### src/rtl/div_arbiter_pkg.sv
// Shared types and constants for the divider issue arbiter slice.
package div_arbiter_pkg;

  localparam int unsigned XLEN            = 32;
  localparam int unsigned ROB_IDX_LEN     = 4;
  localparam int unsigned EXCEPT_CODE_LEN = 5;

  typedef logic [ROB_IDX_LEN-1:0]     rob_idx_t;
  typedef logic [EXCEPT_CODE_LEN-1:0] except_code_t;

  localparam logic [3:0] DIV_DIV  = 4'd0;
  localparam logic [3:0] DIV_DIVU = 4'd1;
  localparam logic [3:0] DIV_REM  = 4'd2;
  localparam logic [3:0] DIV_REMU = 4'd3;

  typedef enum logic {
    IDLE,
    WAIT
  } div_arb_state_t;

  function automatic int unsigned rr_next(input int unsigned idx, input int unsigned n);
    return (idx + 1 >= n) ? 0 : idx + 1;
  endfunction

endpackage

### src/rtl/rr_arbiter.sv
// Combinational round-robin pick: first set request at or above ptr_i, wrapping.
module rr_arbiter #(
  parameter  int unsigned N  = 2,
  localparam int unsigned IW = (N > 1) ? $clog2(N) : 1
) (
  input  logic [N-1:0]  req_i,
  input  logic [IW-1:0] ptr_i,
  output logic [N-1:0]  gnt_o,
  output logic [IW-1:0] idx_o,
  output logic          valid_o
);

  int unsigned j;

  always_comb begin
    gnt_o   = '0;
    idx_o   = '0;
    valid_o = 1'b0;
    j       = 0;
    for (int unsigned k = 0; k < N; k++) begin
      j = (32'(ptr_i) + k) % N;
      if (!valid_o && req_i[j]) begin
        valid_o  = 1'b1;
        idx_o    = IW'(j);
        gnt_o[j] = 1'b1;
      end
    end
  end

endmodule

### src/rtl/div_arbiter.sv
// Shares one non-pipelined serial divider between N_REQ requesters:
// round-robin issue with grant lock, single op in flight, result routed to owner.
module div_arbiter
  import div_arbiter_pkg::*;
#(
  parameter int unsigned N_REQ      = 2,
  parameter int unsigned EU_CTL_LEN = 4
) (
  input  logic                                clk_i,
  input  logic                                rst_i,
  input  logic                                flush_i,
  input  logic [N_REQ-1:0]                    req_valid_i,
  output logic [N_REQ-1:0]                    req_ready_o,
  input  logic [N_REQ*EU_CTL_LEN-1:0]         req_ctl_i,
  input  logic [N_REQ*$bits(rob_idx_t)-1:0]   req_rob_idx_i,
  input  logic [N_REQ*XLEN-1:0]               req_rs1_i,
  input  logic [N_REQ*XLEN-1:0]               req_rs2_i,
  output logic [N_REQ-1:0]                    rsp_valid_o,
  input  logic [N_REQ-1:0]                    rsp_ready_i,
  output logic [$bits(rob_idx_t)-1:0]         rsp_rob_idx_o,
  output logic [XLEN-1:0]                     rsp_result_o,
  output logic                                rsp_except_raised_o,
  output logic [$bits(except_code_t)-1:0]     rsp_except_code_o,
  output logic                                div_valid_o,
  input  logic                                div_ready_i,
  output logic [EU_CTL_LEN-1:0]               div_ctl_o,
  output logic [$bits(rob_idx_t)-1:0]         div_rob_idx_o,
  output logic [XLEN-1:0]                     div_rs1_o,
  output logic [XLEN-1:0]                     div_rs2_o,
  input  logic                                div_valid_i,
  output logic                                div_ready_o,
  input  logic [$bits(rob_idx_t)-1:0]         div_rob_idx_i,
  input  logic [XLEN-1:0]                     div_result_i,
  input  logic                                div_except_raised_i,
  input  logic [$bits(except_code_t)-1:0]     div_except_code_i,
  output logic                                div_flush_o,
  output logic                                busy_o
);

  localparam int unsigned IW = (N_REQ > 1) ? $clog2(N_REQ) : 1;
  localparam int unsigned RW = $bits(rob_idx_t);

  div_arb_state_t   state;
  logic [IW-1:0]    rr_ptr;
  logic [IW-1:0]    locked_id;
  logic [IW-1:0]    owner;
  logic             lock;

  logic [N_REQ-1:0] arb_gnt;
  logic [IW-1:0]    arb_idx;
  logic             arb_any;
  logic [IW-1:0]    g;
  logic [N_REQ-1:0] sel_oh;
  logic             issue_valid;
  logic             idle_live;
  logic             wait_live;

  rr_arbiter #(.N(N_REQ)) u_rr (
    .req_i   (req_valid_i),
    .ptr_i   (rr_ptr),
    .gnt_o   (arb_gnt),
    .idx_o   (arb_idx),
    .valid_o (arb_any)
  );

  // A held lock overrides the round-robin pick so the payload stays stable.
  always_comb begin
    g           = lock ? locked_id : arb_idx;
    sel_oh      = lock ? (N_REQ'(1) << locked_id) : arb_gnt;
    issue_valid = lock ? req_valid_i[locked_id] : arb_any;
    idle_live   = (state == IDLE) && !flush_i;
    wait_live   = (state == WAIT) && !flush_i;

    div_valid_o = idle_live && issue_valid;
    req_ready_o = (idle_live && div_ready_i) ? sel_oh : '0;

    div_ctl_o     = '0;
    div_rob_idx_o = '0;
    div_rs1_o     = '0;
    div_rs2_o     = '0;
    for (int unsigned k = 0; k < N_REQ; k++) begin
      if (g == IW'(k)) begin
        div_ctl_o     = req_ctl_i[k*EU_CTL_LEN +: EU_CTL_LEN];
        div_rob_idx_o = req_rob_idx_i[k*RW +: RW];
        div_rs1_o     = req_rs1_i[k*XLEN +: XLEN];
        div_rs2_o     = req_rs2_i[k*XLEN +: XLEN];
      end
    end

    rsp_valid_o = '0;
    if (wait_live && div_valid_i) begin
      rsp_valid_o = N_REQ'(1) << owner;
    end
    div_ready_o = wait_live && rsp_ready_i[owner];
  end

  assign rsp_rob_idx_o       = div_rob_idx_i;
  assign rsp_result_o        = div_result_i;
  assign rsp_except_raised_o = div_except_raised_i;
  assign rsp_except_code_o   = div_except_code_i;
  assign div_flush_o         = flush_i;
  assign busy_o              = (state != IDLE);

  always_ff @(posedge clk_i) begin
    if (rst_i) begin
      state     <= IDLE;
      rr_ptr    <= '0;
      lock      <= 1'b0;
      locked_id <= '0;
      owner     <= '0;
    end else if (flush_i) begin
      state <= IDLE;
      lock  <= 1'b0;
    end else begin
      case (state)
        IDLE: begin
          if (div_valid_o && div_ready_i) begin
            owner  <= g;
            rr_ptr <= IW'(rr_next(32'(g), N_REQ));
            lock   <= 1'b0;
            state  <= WAIT;
          end else if (div_valid_o) begin
            lock      <= 1'b1;
            locked_id <= g;
          end else begin
            lock <= 1'b0;
          end
        end
        WAIT: begin
          if (div_valid_i && div_ready_o) begin
            state <= IDLE;
          end
        end
        default: state <= IDLE;
      endcase
    end
  end

endmodule

### config.mk
export PLATFORM = sky130hd
export DESIGN_NAME = div_arbiter
export DESIGN_NICKNAME = d
export VERILOG_FILES = /design/src/rtl/div_arbiter_pkg.sv /design/src/rtl/rr_arbiter.sv /design/src/rtl/div_arbiter.sv
export SDC_FILE = /design/constraint.sdc
export NUM_CORES = 1
export LEC_CHECK = 0
export CORE_AREA = 2 2 124 126
export DETAILED_ROUTE_END_ITERATION = 12
export DIE_AREA = 0 0 126 128
export PLACE_DENSITY = 0.53
export REMOVE_ABC_BUFFERS = 1
export SYNTH_ARGS = -nofsm -noshare
export SYNTH_HDL_FRONTEND = slang
export SYNTH_SLANG_ARGS = --single-unit
### constraint.sdc
create_clock -name clk_i -period 3.3 [get_ports clk_i]
set_input_delay 0.33 -clock clk_i [delete_from_list [all_inputs] [get_ports clk_i]]
set_output_delay 0.33 -clock clk_i [all_outputs]
set_load 0.1 [all_outputs]
==> results.toml, run 1 <==
[outcome]
status = "finished clean"

[global_route]
grt_pass1_vias = 2129
grt_pass1_wl_um = 15900
antenna_found_initial = 0
track_usage_pct = 14.0
grt_max_degree = 40
grt_overflow = 0

[clocking]
cts_post_setup_buffers_inserted = 0
cts_tree = "done"
clkTransAtPathRegs_ps = 30
insertion_delay_ps = 230
clock_sinks = 5
htree_num_levels = 1
cts_buffer_depth = 2
cts_made_buffers = 3
cts_root_buf = "clkbuf_16"
cts_hold_buf = 0
postCtsResizedCells = 0

[cells_and_area]
num-nets-final = 544
post-route-util_pct = 27.3
final_area_um2 = 4070
antenna_cells = 0
final_cell_mix = "153 x clkdlybuf4s50_1, 50 x mux2_1, 43 x buf_4"
multi_input_area_um2 = 1040
layout-drive-gt1-share_pct = 31.0
fillers = 1561
seq_area_um2 = 100
final_common_cell = "clkdlybuf4s50_1"
syn_to_final_growth_pct = 167

[floorplanning]
die_y_um = 128
ios = 317
initial_core_util_pct = 10.3
core_area_um2 = 14900
dieArea_um2 = 16100
fp.dieW_um = 126
num_rows = 45

[power]
pwr-share-comb_pct = 81.3
pwr-share-seq_pct = 4.7
internal_power_mw = 0.656
p_per_area_nw_per_um2 = 357
p_switching_mw = 0.794
max-vdd-ir-drop_v = 0.000203
p_clk_share_pct = 14.0
power_switching_share_pct = 54.8
leakage_nw = 1.59

[timing]
max_freq_ghz = 0.388
skew_ps = 1.91
hold_viol = 0
post-route-min-period_ps = 2570
setup_violations = 0
tightest_slew_ps = 962
rsz0062_at_grt = "false"
hold_slack_ps = 491
slew_headroom_pct = 35.6
final_max_slew_viol_count = 0
period_share_pct = 78.0

[critical_path]
cp-start-kind = "primary input"
path_class = "primary input to primary output"
arrival_ps = 2240
r2r_slack_ps = 1650
critPathMaxFanout = 37
endpoint_kind = "primary output"
required_ps = 2970

[route]
drtAntennaViolNets = 0
drt-pass1-iter-count = 4
via_per_inst = 3.68
drtIter0Drc = 15
routed_wl_um = 12000
routedWlPerCell_um = 22.4
num_vias = 1971
drc = 0

[synthesis]
synth_seq_cells = 5
ys_types = 24
yosysSeqAreaShare_pct = 6.57
syn_inst = 161
synth_warnings = 0
synth_area_um2 = 1520
avgSynthCellArea_um2 = 9.47

[hold_path]
worst_hold_path_type = "flop to flop"

[placed_design]
port_buffers = 232
dpl.hpwl_um = 11200
dpl_cell_area_um2 = 3990
place_congestion = 0.841

[job]
maxCapViolations = 0
==> per-stage QoR <==
stage	worst slack, ps	power, mW	instances	setup TNS, ps
after floorplan	-1010	0.792	110	-34190
after global placement	754	1.25	532	0
after detailed placement	711	1.25	532	0
after CTS	703	1.46	536	0
after global routing	616	1.49	536	0
final	726	1.45	536	0
==> kinds of logic after synthesis <==
logic type             synth area share [%]
AND/OR/NAND/NOR                        8.79
AO/OA/AOI/OAI                          3.53
flip-flops                             6.57
buffers and inverters                  25.9
multiplexers                           55.2
==> flip-flops by register name (all words and copies together), names as in the netlist <==
name       cells
owner          1
rr_ptr         1
locked_id      1
lock           1
busy_o         1
==> power by group through the flow <==
stage	Clock, mW	Sequential [mW]	Combinational (mW)
2_1_floorplan	0	0.0717	0.720
3_3_place_gp	0	0.0685	1.18
3_5_place_dp	0	0.0685	1.18
4_1_cts	0.207	0.0676	1.19
5_1_grt	0.208	0.0683	1.21
6_report	0.204	0.0677	1.18
==> synth_stat cells (all sizes together) <==
cell	count	area (µm²)
a2111oi	1	10.0
buf	51	395
nand2	2	7.51
or2	1	6.26
a22oi	1	7.51
a211oi	1	12.5
nor2	6	22.5
nand2b	3	18.8
nor4	1	6.26
a21oi	3	15.0
and4b	1	10.0
nor2b	3	18.8
o21ai	1	8.76
or3b	1	8.76
nor4bb	1	10.0
mux2i	3	30.0
dfxtp	5	100
nor3	2	10.0
mux2	72	811
nor3b	2	15.0
==> per-layer routing <==
metal	track usage, %	vias up	share of wire [%]
li1	-	907	-
met1	9.64	852	24
met2	25.0	205	48
met3	16.1	7	27
met4	2.65	0	1.2
met5	0	-	0
==> worst paths after layout <==
path | start | endpoint | cells after the start
worst max-delay path | req_valid_i[0] | div_rs1_o[24] | 6
worst min-delay path | rr_ptr | rr_ptr | 2
worst max register to register | lock | owner | 5
worst min register to register | rr_ptr | rr_ptr | 2
==> cell type report <==
type                            instances  share of cell area, %
Clock buffer                            4                   1.94
Multi-Input combinational cell        105                   25.5
Sequential cell                         5                   2.46
Tap cell                              188                   5.79
Timing Repair Buffer                  234                   64.3
==> critical path, cell delays in order <==
cell	delay (ps)
clkdlybuf4s50_1	460
nor2b_1	180
o21ai_4	180
buf_4	450
mux2_1	430
buf_12	180
(Power assumes the default switching activity.)
==> run 2, diff against run 1 <==
==> constraint.sdc (replaced) <==
create_clock -name clk_i -period 2.4 [get_ports clk_i]
set_input_delay 0.24 -clock clk_i [delete_from_list [all_inputs] [get_ports clk_i]]
set_output_delay 0.24 -clock clk_i [all_outputs]
set_load 0.1 [all_outputs]
==> run 2 against run 1 <==
Effect of this change:
- critical path depth stayed put
- non-clock buffer count is 1 higher
- sequential power is 38% higher
- register-to-register slack got worse by 730 ps
- clock skew is essentially flat
- largest power group unchanged
- highest routed layer unchanged
==> results.toml, run 2 (synthesized netlist as in run 1, its figures left out) <==
[floorplanning]
core_area_um2 = 14900
fp.dieW_um = 126
die_y_um = 128
ios = 317
num_rows = 45
dieArea_um2 = 16100
initial_core_util_pct = 10.3

[cells_and_area]
fin_cells = 538
final_common_cell = "clkdlybuf4s50_1"
syn_to_final_growth_pct = 202
layout-drive-gt1-share_pct = 31.5
final_cell_mix = "152 x clkdlybuf4s50_1, 80 x buf_12, 50 x mux2_1"
num-nets-final = 545

[timing]
setup_violations = 0
rsz0062_at_grt = "false"
period_share_pct = 96.0
max_freq_ghz = 0.434
post-route-min-period_ps = 2300
tightest_slew_ps = 521
tns_ps = 0
slew_headroom_pct = 64.8
hold_viol = 0
final_max_slew_viol_count = 0
skew_ps = 2.31

[clocking]
cts_buffer_depth = 2
insertion_delay_ps = 230
clkTransAtPathRegs_ps = 30
cts_tree = "done"
cts_root_buf = "clkbuf_16"
htree_num_levels = 1
postCtsResizedCells = 0
cts_hold_buf = 0
cts_made_buffers = 3
cts_post_setup_buffers_inserted = 0
clock_sinks = 5

[hold_path]
worst_hold_path_type = "flop to flop"
hp-start = "rr_ptr"
hold-path-endpoint = "rr_ptr"
hold_depth = 2

[critical_path]
critPathMaxFanout = 53
path_class = "primary input to primary output"
r2r-start = "locked_id"
rr_worst_depth = 4
required_ps = 2160
r2r_slack_ps = 920
endpoint_kind = "primary output"
cp-start-kind = "primary input"
reg2reg_to = "locked_id"
arrival_ps = 2060

[route]
drt-pass1-iter-count = 4
routed_wl_um = 12100
via_per_inst = 3.66
drc = 0
num_vias = 1967
drtIter0Drc = 6
routedWlPerCell_um = 22.6
drtAntennaViolNets = 0

[job]
maxCapViolations = 0

[placed_design]
place_congestion = 0.878
dp_cells = 533
dpl.hpwl_um = 11400
port_buffers = 232

[power]
max-vdd-ir-drop_v = 0.000223
leakage_nw = 1.78
p_per_area_nw_per_um2 = 471

[global_route]
antenna_found_initial = 1
grt_max_degree = 54
grt_pass1_vias = 2230
grt_pass1_wl_um = 16300
grt_overflow = 0
track_usage_pct = 14.3

[outcome]
status = "finished clean"
## run 2: cell count changes in the layout (fill, tap and decap cells not counted), sizes merged
cell | previous run | this run
buf | 81 | 83
diode | 0 | 1
clkdlybuf4s50 | 153 | 152
## run 2: through the flow
| step | util [%] | worst slack (ps) | power (mW) | hold WS, ps | area [µm²] |
|---|---|---|---|---|---|
| finish | 30.9 | 96.5 | 2.17 | 478 | 4600 |
| global route | 30.9 | 34.9 | 2.22 | 480 | 4600 |
| CTS | 30.9 | 98.7 | 2.18 | 481 | 4600 |
| detailed placement | 30.4 | 113 | 1.90 | 476 | 4520 |
| global placement | 30.4 | 149 | 1.90 | 481 | 4520 |
| floorplan | - | -1820 | 1.09 | 309 | 1130 |
## run 2: worst max-delay path, cell delays in order
cell and delay, ps:
clkdlybuf4s50_1 480, nor2b_1 190, o21ai_4 210, buf_12 290
mux2_1 410, buf_12 180
## run 2: worst max-delay path by stage
stage | start | to | slack [ps] | cells after the start
6_report | req_valid_i[0] | div_rs1_o[0] | 100 | 6
5_1_grt | req_valid_i[0] | div_ctl_o[2] | 30 | 6
4_1_cts | req_valid_i[0] | div_rs1_o[0] | 100 | 6
3_5_place_dp | req_valid_i[0] | div_rob_idx_o[0] | 110 | 6
3_3_place_gp | req_valid_i[0] | div_ctl_o[0] | 150 | 6
2_1_floorplan | lock | req_ready_o[1] | -1820 | 3
## run 2: final cells by class
type / count / area (µm²)
fillers: 1536 / 10300
flip-flops and latches: 5 / 100
diodes: 1 / 2.50
multi-input cells: 105 / 1040
clock buffers: 4 / 78.8
well taps: 188 / 235
repair buffers: 235 / 3150
## run 2: power breakdown
group          internal [mW]  switching (mW)  leakage [nW]
sequential            0.0878         0.00528        0.0408
combinational          0.738            1.06          1.70
clock                  0.220          0.0528        0.0382
## run 2: per-layer routing
| layer | vias up | wire [µm] | global-route usage [%] |
|---|---|---|---|
| met1 | 843 | 2770 | 9.62 |
| met3 | 4 | 3430 | 17.9 |
| met4 | 0 | 52 | 1.29 |
| li1 | 908 | - | - |
| met2 | 212 | 5890 | 25.1 |
| met5 | - | 0 | 0 |
